===== config.mk =====
export PLATFORM = sky130hd
export DESIGN_NAME = if_id_queue
export DESIGN_NICKNAME = d
export VERILOG_FILES = /design/src/rtl/if_id_queue.sv
export SDC_FILE = /design/constraint.sdc
export NUM_CORES = 1
export LEC_CHECK = 0
export BUFFER_PORTS_ARGS = -buffer_cell sky130_fd_sc_hd__clkbuf_2
export CAP_MARGIN = 15
export CORE_MARGIN = 10
export CORE_UTILIZATION = 45
export CTS_BUF_LIST = sky130_fd_sc_hd__clkbuf_16
export CTS_CLUSTER_SIZE = 30
export DETAILED_ROUTE_END_ITERATION = 8
export PLACE_DENSITY = 0.71
export SLEW_MARGIN = 20
export SYNTH_ARGS = -nofsm -noshare
export SYNTH_HDL_FRONTEND = slang
export SYNTH_SLANG_ARGS = --single-unit

===== constraint.sdc =====
create_clock -name clk -period 3.5 [get_ports clk]
set_input_delay 0.7 -clock clk [delete_from_list [all_inputs] [get_ports clk]]
set_output_delay 0.7 -clock clk [all_outputs]
set_load 0.02 [all_outputs]

===== src/rtl/if_id_queue.sv =====
// IF/ID decoupling queue: DEPTH-entry circular buffer of {pc, instr} pairs between
// fetch and decode, with synchronous flush and head-entry predecode.
module if_id_queue #(
    parameter int PC_WIDTH    = 32,
    parameter int INSTR_WIDTH = 32,
    parameter int DEPTH       = 4
) (
    input  logic                         clk,
    input  logic                         reset,
    input  logic                         flush,
    input  logic                         if_valid,
    output logic                         if_ready,
    input  logic [PC_WIDTH-1:0]          if_pc_in,
    input  logic [INSTR_WIDTH-1:0]       if_instr_in,
    output logic                         id_valid,
    input  logic                         id_ready,
    output logic [PC_WIDTH-1:0]          id_pc_out,
    output logic [INSTR_WIDTH-1:0]       id_instr_out,
    output logic [4:0]                   id_GPR_waddr,
    output logic                         id_mem_we,
    output logic [$clog2(DEPTH+1)-1:0]   count
);

    localparam int PTR_W = $clog2(DEPTH);
    localparam int CNT_W = $clog2(DEPTH+1);

    logic [PC_WIDTH-1:0]    pc_mem    [DEPTH];
    logic [INSTR_WIDTH-1:0] instr_mem [DEPTH];
    logic [PTR_W-1:0]       wr_ptr;
    logic [PTR_W-1:0]       rd_ptr;
    logic                   push;
    logic                   pop;
    logic [5:0]             opcode;

    // Handshake depends only on registered occupancy; no id_ready -> if_ready path.
    assign if_ready = (count != CNT_W'(DEPTH));
    assign id_valid = (count != '0);
    assign push     = if_valid & if_ready;
    assign pop      = id_valid & id_ready;

    always_ff @(posedge clk or negedge reset) begin
        if (!reset) begin
            wr_ptr <= '0;
            rd_ptr <= '0;
            count  <= '0;
            for (int unsigned i = 0; i < DEPTH; i++) begin
                pc_mem[i]    <= '0;
                instr_mem[i] <= '0;
            end
        end else if (flush) begin
            wr_ptr <= '0;
            rd_ptr <= '0;
            count  <= '0;
        end else begin
            if (push) begin
                pc_mem[wr_ptr]    <= if_pc_in;
                instr_mem[wr_ptr] <= if_instr_in;
                wr_ptr            <= wr_ptr + PTR_W'(1);
            end
            if (pop) begin
                rd_ptr <= rd_ptr + PTR_W'(1);
            end
            case ({push, pop})
                2'b10:   count <= count + CNT_W'(1);
                2'b01:   count <= count - CNT_W'(1);
                default: count <= count;
            endcase
        end
    end

    // Empty queue presents a NOP with all predecode outputs low.
    assign id_pc_out    = id_valid ? pc_mem[rd_ptr]    : '0;
    assign id_instr_out = id_valid ? instr_mem[rd_ptr] : '0;
    assign opcode       = id_instr_out[31:26];

    always_comb begin
        id_GPR_waddr = '0;
        id_mem_we    = 1'b0;
        if (id_valid) begin
            if (opcode == 6'b000011) begin
                id_GPR_waddr = 5'd31;
            end else if (opcode == 6'b000000) begin
                id_GPR_waddr = id_instr_out[15:11];
            end else begin
                id_GPR_waddr = id_instr_out[20:16];
            end
            id_mem_we = id_instr_out[31] & id_instr_out[29];
        end
    end

endmodule

==> results of run 1 <==
## where the power goes
part	switching, mW	internal [mW]
combinational	2.31	2.63
clock	1.14	1.39
sequential	0.637	4.37
total	4.09	8.39
## kinds of logic after synthesis
| kind of cell | share of synthesized area [%] |
|---|---|
| buffers and inverters | 2.491 |
| AOI/OAI and AO/OA | 1.121 |
| and+or+nand+nor | 4.826 |
| xor gates and xnor gates | 0.2180 |
| muxes | 36.18 |
| DFF | 54.59 |
| adders and majority gates | 0.5812 |
## synthesized netlist by cell type (2+ instances only)
library cell  instances
dfrtp_1             263
mux2_2              256
and2_1               58
mux4_2               54
buf_2                30
clkbuf_1             12
nand2_1              11
mux4_1               10
inv_1                 8
o31ai_1               6
o211a_1               5
or2b_1                5
ha_1                  4
nor3_1                4
a21oi_1               3
clkbuf_8              3
nor2_1                3
and2b_2               2
and3_1                2
buf_1                 2
nand3_1               2
o21ai_0               2
or3b_2                2
xor2_1                2
## how the worst min path moves through the flow
stage	to	slack (ns)	cells past startpoint
2_1_floorplan	count[0]	0.40	0
3_3_place_gp	instr_mem[125]	0.48	1
3_5_place_dp	instr_mem[33]	0.49	1
4_1_cts	instr_mem[100]	0.21	1
5_1_grt	instr_mem[36]	0.24	1
6_report	instr_mem[100]	0.21	1
## state kept, by name, indices dropped and copies added (netlist names)
name       flops
count          3
rd_ptr         2
wr_ptr         2
instr_mem    128
pc_mem       128
## layout by cell type, fill, tap and decap left out, types with 3 or more instances in the layout
cell type,instances
mux2_2,256
mux4_2,55
nand2_4,4
nor2_1,3
nor3_1,4
clkbuf_2,138
clkinv_1,7
clkbuf_16,27
clkinv_2,6
o31ai_1,4
o211a_1,5
buf_12,7
mux4_1,9
buf_4,17
buf_2,3
inv_1,14
nand2_1,7
ha_1,4
or2b_1,5
dfrtp_1,261
and2_1,58
a21oi_1,3
## layout make-up
class                      count  area, sq um
fill                        2183        12160
sequential                   263         6589
clock inverter                22        97.59
timing repair buffer         168         1015
multi-input combinational    441         5215
inverter                       8        32.53
tap                          335        419.2
clock buffer                  27        675.6
## routing by layer
| metal | part of all wire, % | wire length [um] | track usage [%] |
|---|---|---|---|
| met5 | 0 | 0 | 0 |
| met4 | 1.6 | 406 | 3.246 |
| met3 | 5.0 | 1281 | 3.300 |
| met2 | 50 | 12800 | 26.25 |
| met1 | 44 | 11330 | 20.21 |
## metrics by stage
stage / TNS [ns] / hold slack, ns / worst slack, ns / utilization (%) / total power [mW]
6_report: -0.5223 / 0.2090 / -0.1249 / 53.59 / 12.48
5_1_grt: -0.8380 / 0.2419 / -0.1861 / 53.59 / 13.31
4_1_cts: -0.5933 / 0.2136 / -0.1354 / 53.54 / 12.64
3_5_place_dp: 0 / 0.4874 / 0.2329 / 50.42 / 10.01
3_3_place_gp: 0 / 0.4788 / 0.2592 / 50.42 / 9.861
2_1_floorplan: 0 / 0.4044 / 0.5233 / - / 8.519
## repair_timing
item,CTS,global route
setup buffers,4,0
endpoints found under the setup margin,5,6
gates resized for setup,5,8
pin swaps,2,0
==> impl_metrics.env, run 1 <==
export IMPL_grt_usage_pct=15.54
export IMPL_ys_types=36
export IMPL_synth_seq_cells=263
export IMPL_powerDensity_mw_per_mm2=888.9
export IMPL_fin_area_sq_mm=0.01404
export IMPL_status="complete, but fails checks"
export IMPL_synth_area_top_cells="dfrtp_1 55%, mux2_2 24%, mux4_2 10%, and2_1 3.0%, mux4_1 2.2%"
export IMPL_synth_top_cell_area_share_pct=54.59
export IMPL_synth_ff_type="dfrtp_1"
export IMPL_ff2ff_path_depth=5
export IMPL_reg2reg_to="instr_mem[90]"
export IMPL_async_flop_share_pct=100.0
export IMPL_synthesis_nets=835
export IMPL_grt_ovfl_total=0
export IMPL_cts_sinks=263
export IMPL_dpl_cell_area_sq_mm=0.01321
export IMPL_yosys_warnings=0
export IMPL_hpwl_um=17020
export IMPL_finalSetupViolations=5
export IMPL_postCtsHoldBufs=0
export IMPL_critical_path_slowest_cell="or4_4"
export IMPL_drc=0
export IMPL_required_ns=2.80
export IMPL_final_nets=983
export IMPL_fp_dieH_um=183.7
export IMPL_worst_pin_slew_ns=0.7411
export IMPL_wl_um=25820
export IMPL_cts_buffer_depth=3
export IMPL_worst_path_stages=6
export IMPL_leakagePower_nw=6.560
export IMPL_n_antenna_cell=0
export IMPL_max_freq_mhz=275.9
export IMPL_synth_top_area_cell="dfrtp_1"
export IMPL_startpoint_type="register"
export IMPL_syn_to_final_growth_pct=16.48
export IMPL_antenna_found_initial=0
export IMPL_critical_path_arrival_ns=2.92
export IMPL_period_share_pct=103.6
export IMPL_crit_buf_inv=2
export IMPL_drtPass1Iterations=6
export IMPL_crit_end="id_GPR_waddr[1]"
export IMPL_ant_nets=0
export IMPL_slew_viol_final=0
export IMPL_rows=59
export IMPL_grt_pass1_wl_um=42230
export IMPL_start_util_pct=46.01
export IMPL_timing_rr_start="count[0]"
export IMPL_ff2ff_setup_slack_ns=0.90
export IMPL_cts_root_buf="clkbuf_16"
export IMPL_fin_crit_ns=3.625
export IMPL_grt_max_degree=93
export IMPL_clkLatencyLatePin_ns=0.52
export IMPL_seq_area_frac_synth_pct=54.59
export IMPL_max_cap_violations=0
export IMPL_wl_per_cell_um=20.43
export IMPL_final_cells=1264
export IMPL_routabilityCongestion=0.7210
export IMPL_core_sq_mm=0.02621
export IMPL_ir_drop_mv=0.5924
export IMPL_hold_viol=0
export IMPL_crit_type="reg2out"
export IMPL_port_buffers=143
export IMPL_crit_start="rd_ptr[0]"
export IMPL_worst_slack_ns=-0.1249
export IMPL_rsz0062_at_grt="true"
export IMPL_htree_levels=1
export IMPL_syn_inst=761
export IMPL_synth_cell_area_sq_mm=0.01206
export IMPL_die_area_sq_mm=0.03374
export IMPL_io_pins=144
export IMPL_crit_family="simple AND/OR/NAND/NOR gates"
export IMPL_slew_headroom_pct=50.60
export IMPL_cts_tree="built"
export IMPL_hold_class="in2async"
export IMPL_drtIter0Drc=291
export IMPL_cpPeakStageDelay_ns=0.56
export IMPL_clock_skew_ns=0.009297
export IMPL_cts_made_buffers=27
export IMPL_first_global_vias=7656
export IMPL_critical_path_max_fanout=6
export IMPL_dp_cells=1211
export IMPL_layout_drive_gt1_share_pct=57.05
export IMPL_failed_checks="negative setup slack"
export IMPL_crit_chain="buf_6 -> mux4_2 -> or4_4 -> or3_4 -> o211a_1 -> buf_8"
export IMPL_synth_edf_count=0
export IMPL_clk_pin_slew_ns=0.06
export IMPL_die_w_um=183.7
export IMPL_num_vias=6853
export IMPL_synth_avg_cell_area_sq_um=15.84
export IMPL_via_per_inst=5.422
export IMPL_endpoint_kind="output port"
(Power assumes the default switching activity.)
==> run 2, diff against run 1 <==
Settings changed: RECOVER_POWER set to 50.
==> impl_metrics.env, run 2 (synthesis gave the netlist of run 1 again) <==
export IMPL_powerDensity_mw_per_mm2=892.3
export IMPL_holdPathStages=2
export IMPL_crit_type="reg2out"
export IMPL_endpoint_kind="output port"
export IMPL_clk_pin_slew_ns=0.06
export IMPL_slew_viol_final=93
export IMPL_first_global_vias=7656
export IMPL_cpPeakStageDelay_ns=0.56
export IMPL_critical_path_slowest_cell="or4_4"
export IMPL_wl_um=25850
export IMPL_startpoint_type="register"
export IMPL_ant_nets=0
export IMPL_cts_made_buffers=27
export IMPL_max_cap_violations=1
export IMPL_worst_pin_slew_ns=2.251
export IMPL_hold_viol=0
export IMPL_final_nets=983
export IMPL_layout_drive_gt1_share_pct=56.51
export IMPL_worst_slack_ns=-0.1215
export IMPL_start_util_pct=46.01
export IMPL_critical_path_arrival_ns=2.92
export IMPL_crit_chain="buf_6 -> mux4_2 -> or4_4 -> or3_4 -> o211a_1 -> buf_8"
export IMPL_fp_dieH_um=183.7
export IMPL_grt_usage_pct=15.54
export IMPL_routabilityCongestion=0.7210
export IMPL_drc=0
export IMPL_max_freq_mhz=276.1
export IMPL_htree_levels=1
export IMPL_wl_per_cell_um=20.45
export IMPL_n_antenna_cell=0
export IMPL_syn_to_final_growth_pct=15.87
export IMPL_finalSetupViolations=5
export IMPL_period_share_pct=103.5
export IMPL_dp_cells=1211
export IMPL_preCtsSetupSlack_ns=0.2329
export IMPL_cts_tree="built"
export IMPL_drtPass1Iterations=4
export IMPL_antenna_found_initial=0
export IMPL_num_vias=6873
export IMPL_die_area_sq_mm=0.03374
export IMPL_rsz0062_at_grt="true"
export IMPL_final_cells=1264
export IMPL_clkLatencyLatePin_ns=0.52
export IMPL_critical_path_max_fanout=6
export IMPL_port_buffers=143
export IMPL_hold_ws_ns=0.4523
export IMPL_io_pins=144
export IMPL_reg_largest_list="instr_mem x128, pc_mem x128, count x3"
export IMPL_hpwl_um=17020
export IMPL_grt_pass1_wl_um=42230
export IMPL_via_per_inst=5.438
export IMPL_final_common_cell="dfrtp_1"
export IMPL_rows=59
export IMPL_ff2ff_path_depth=5
export IMPL_cts_root_buf="clkbuf_16"
export IMPL_status="complete, but fails checks"
export IMPL_core_sq_mm=0.02621
export IMPL_grt_ovfl_total=0
export IMPL_cts_sinks=263
export IMPL_required_ns=2.80
export IMPL_leakagePower_nw=6.512
export IMPL_clock_skew_ns=0.01086
export IMPL_fin_crit_ns=3.622
export IMPL_final_cell_mix="261 x dfrtp_1, 256 x mux2_2, 138 x clkbuf_2, 58 x and2_1, 55 x mux4_2"
export IMPL_slew_headroom_pct=-50.05
export IMPL_ir_drop_mv=0.5933
export IMPL_cts_buffer_depth=3
export IMPL_total_power_mw=12.47
export IMPL_failed_checks="max-capacitance violations, max-slew violations, negative setup slack"
export IMPL_die_w_um=183.7
export IMPL_drtIter0Drc=361
export IMPL_final_util_pct=53.31
export IMPL_grt_max_degree=93
export IMPL_hold_class="in2reg"
[run 2: changes by cell type in the layout (fill, tap and decap cells not counted)]
cell      change
buf_12        -3
clkbuf_1      +3
nand2_1       +2
nand2_4       -2
buf_2         +1
buf_4         -1
buf_8         -1
clkbuf_4      +1
[run 2: power by group]
group / switching, mW / internal (mW) / leakage, nW / total, mW
Clock: 1.14 / 1.39 / 0.405 / 2.53
Combinational: 2.31 / 2.62 / 2.81 / 4.93
Sequential: 0.636 / 4.37 / 3.30 / 5.00
Total: 4.09 / 8.38 / 6.51 / 12.5
[run 2: final cells by class]
type                            instances  area [sq um]
Fill cell                            2197         12240
Sequential cell                       263          6589
Multi-Input combinational cell        441          5200
Timing Repair Buffer                  168         955.9
Clock buffer                           27         675.6
Tap cell                              335         419.2
Clock inverter                         22         97.59
Inverter                                8         32.53
[run 2: critical path: cells and delay by family, from the launching register on]
family / cells / cell delay, ns
buffers and inverters: 2 / 0.26
multiplexers: 1 / 0.42
AND/OR/NAND/NOR: 2 / 0.94
AO/OA/AOI/OAI: 1 / 0.26
flip-flops: 1 / 0.52
[run 2: per-stage QoR]
| step | cell area, sq um | TNS [ns] |
|---|---|---|
| 3_3_place_gp | 13210 | 0 |
| 6_report | 13970 | -0.5028 |
| 3_5_place_dp | 13210 | 0 |
| 2_1_floorplan | 12060 | 0 |
| 5_1_grt | 13970 | -4.936 |
| 4_1_cts | 14030 | -0.5933 |
[run 2: repair_timing]
action / CTS / global route
setup buffers: 4 / 0
pin swaps: 2 / 0
resized for setup: 5 / 8
hold buffers: 0 / 0
setup endpoints to repair: 5 / 6
[run 2: path summary, 6_finish.rpt]
kind                                     start               to  slack [ns]
worst max-delay path                 rd_ptr[0]  id_GPR_waddr[1]       -0.12
worst min-delay path                     flush        wr_ptr[1]        0.45
worst max register to register        count[0]      pc_mem[117]        0.44
worst min register to register  instr_mem[122]   instr_mem[122]        0.50
max in group asynchronous                reset      pc_mem[105]        0.51
min in group asynchronous                reset    instr_mem[36]        0.83
[run 2: per-layer routing]
layer	track usage, %	up-vias	part of all wire [%]
li1	-	3092	-
met1	20.21	3629	44
met2	26.25	120	50
met3	3.300	32	4.8
met4	3.246	0	1.6
met5	0	-	0
==> run 3, diff against run 2 <==
Settings changed: CORE_UTILIZATION 45 to 50, PLACE_DENSITY 0.71 to 0.77.
==> impl_metrics.env, run 3 (synthesis gave the netlist of run 1 again) <==
export IMPL_status="complete, but fails checks"
export IMPL_failed_checks="max-capacitance violations, max-slew violations, negative setup slack"
export IMPL_rsz0062_at_grt="true"
export IMPL_htree_levels=1
export IMPL_die_area_sq_mm=0.03072
export IMPL_clkLatencyLatePin_ns=0.53
export IMPL_pwr_share_comb_pct=39.5
export IMPL_cts_sinks=263
export IMPL_start_util_pct=51.06
export IMPL_wl_um=25110
export IMPL_ff2ff_path_depth=5
export IMPL_layout_drive_gt1_share_pct=57.44
export IMPL_crit_type="reg2out"
export IMPL_startpoint_type="register"
export IMPL_grt_pass1_wl_um=40970
export IMPL_worst_slack_ns=-0.1360
export IMPL_top_usage_layer="met2"
export IMPL_switching_share_pct=32.78
export IMPL_hold_end="instr_mem[101]"
export IMPL_holdPathStages=2
export IMPL_fp_dieH_um=175.3
export IMPL_leakagePower_nw=6.524
export IMPL_cts_tree="built"
export IMPL_first_global_vias=7526
export IMPL_internal_power_mw=8.408
export IMPL_hpwl_um=16060
export IMPL_clkPwrFrac_pct=20.6
export IMPL_drtIter0Drc=397
export IMPL_seq_power_share_pct=39.9
export IMPL_ant_nets=0
export IMPL_dp_cells=1194
export IMPL_via_per_inst=5.505
export IMPL_antenna_found_initial=1
export IMPL_required_ns=2.80
export IMPL_drc=0
export IMPL_max_freq_mhz=275.0
export IMPL_reg2reg_to="pc_mem[94]"
export IMPL_core_sq_mm=0.02361
export IMPL_met1_usage_pct=21.39
export IMPL_fin_area_sq_mm=0.01397
export IMPL_worst_pin_slew_ns=2.485
export IMPL_syn_to_final_growth_pct=15.89
export IMPL_cts_made_buffers=27
export IMPL_grt_max_degree=100
export IMPL_min_from="if_instr_in[5]"
export IMPL_slew_viol_final=100
export IMPL_ff2ff_setup_slack_ns=0.82
export IMPL_p_switching_mw=4.101
export IMPL_powerDensity_mw_per_mm2=895.2
export IMPL_fin_crit_ns=3.636
export IMPL_critical_path_arrival_ns=2.94
export IMPL_io_pins=144
export IMPL_postCtsHoldBufs=0
export IMPL_final_nets=981
export IMPL_use_met3_pct=3.667
export IMPL_die_w_um=175.3
export IMPL_timing_rr_start="count[0]"
export IMPL_grt_ovfl_total=0
export IMPL_hold_viol=0
export IMPL_num_vias=6865
export IMPL_cpPeakStageDelay_ns=0.55
export IMPL_cts_buffer_depth=3
export IMPL_crit_start="rd_ptr[0]"
export IMPL_period_share_pct=103.9
export IMPL_rows=56
export IMPL_ir_drop_mv=0.7057
export IMPL_crit_family="simple AND/OR/NAND/NOR gates"
export IMPL_finalSetupViolations=5
export IMPL_max_cap_violations=1
export IMPL_dpl_cell_area_sq_mm=0.01316
export IMPL_met2_usage_pct=27.18
export IMPL_reg_largest_list="instr_mem x128, pc_mem x128, count x3"
export IMPL_routabilityCongestion=0.7759
export IMPL_wl_per_cell_um=20.13
export IMPL_cts_root_buf="clkbuf_16"
export IMPL_final_util_pct=59.17
export IMPL_n_fill_cell=1897
export IMPL_hold_class="in2reg"
export IMPL_clock_skew_ns=0.01967
export IMPL_endpoint_kind="output port"
export IMPL_final_cells=1247
export IMPL_n_antenna_cell=0
export IMPL_crit_chain="buf_12 -> mux4_2 -> or4_4 -> buf_4 -> o31ai_1 -> o211a_1 -> buf_6"
export IMPL_drtPass1Iterations=4
export IMPL_final_cell_mix="261 x dfrtp_1, 256 x mux2_2, 142 x clkbuf_2, 58 x and2_1, 56 x mux4_2"
export IMPL_final_common_cell="dfrtp_1"
export IMPL_critical_path_slowest_cell="or4_4"
export IMPL_critical_path_max_fanout=4
export IMPL_grt_usage_pct=16.31
export IMPL_clk_pin_slew_ns=0.06
export IMPL_slew_headroom_pct=-65.70
export IMPL_port_buffers=143
export IMPL_crit_buf_inv=3
## run 3: how the worst max path moves through the flow
stage,cells after the start,endpoint
detailed placement,5,id_GPR_waddr[0]
CTS,6,id_GPR_waddr[0]
floorplan,6,id_GPR_waddr[0]
finish,7,id_GPR_waddr[3]
global route,7,id_GPR_waddr[3]
global placement,5,id_GPR_waddr[2]
## run 3: repair_timing
item                                    in CTS  in global routing
gates resized for setup                      3                 13
pin swaps                                    0                  2
cloned                                       0                  0
endpoints found under the setup margin       5                 10
buffers inserted                             3                  0
## run 3: final cells by class
type                       instances  area (sq um)  area share [%]
sequential                       263          6586           47.14
multi-input combinational        441          5206           37.26
timing repair buffer             166         959.7           6.868
clock buffer                      27         675.6           4.836
tap                              319         399.1           2.857
clock inverter                    23         115.1          0.8239
inverter                           8         30.03          0.2149
## run 3: stage by stage
step	hold WS (ns)	setup WS, ns	total power [mW]	setup TNS, ns
2_1_floorplan	0.4044	0.5233	8.519	0
3_3_place_gp	0.4785	0.2413	9.813	0
3_5_place_dp	0.4862	0.2307	9.967	0
4_1_cts	0.2321	-0.1320	12.62	-0.6511
5_1_grt	0.4328	-0.2264	13.31	-1.439
6_report	0.4398	-0.1360	12.51	-0.6440
## run 3: worst register-to-register path: cells and delay by family (launching register included)
family	cells	cell delay (ns)
AND/OR/NAND/NOR	3	1.30
flip-flops	1	0.46
buffers and inverters	1	0.40
multiplexers	1	0.40
## run 3: metal layers
metal | up-vias | share of wire [%]
met5 | - | 0.040
met4 | 2 | 1.7
met3 | 33 | 5.2
met2 | 136 | 49
met1 | 3595 | 44
li1 | 3099 | -
## run 3: power by group through the flow
stage | Clock, mW | Sequential, mW | Combinational (mW)
2_1_floorplan | 0 | 4.82 | 3.70
3_3_place_gp | 0 | 4.98 | 4.83
3_5_place_dp | 0 | 5.05 | 4.92
4_1_cts | 2.64 | 4.99 | 4.99
5_1_grt | 2.77 | 5.15 | 5.38
6_report | 2.57 | 4.99 | 4.95
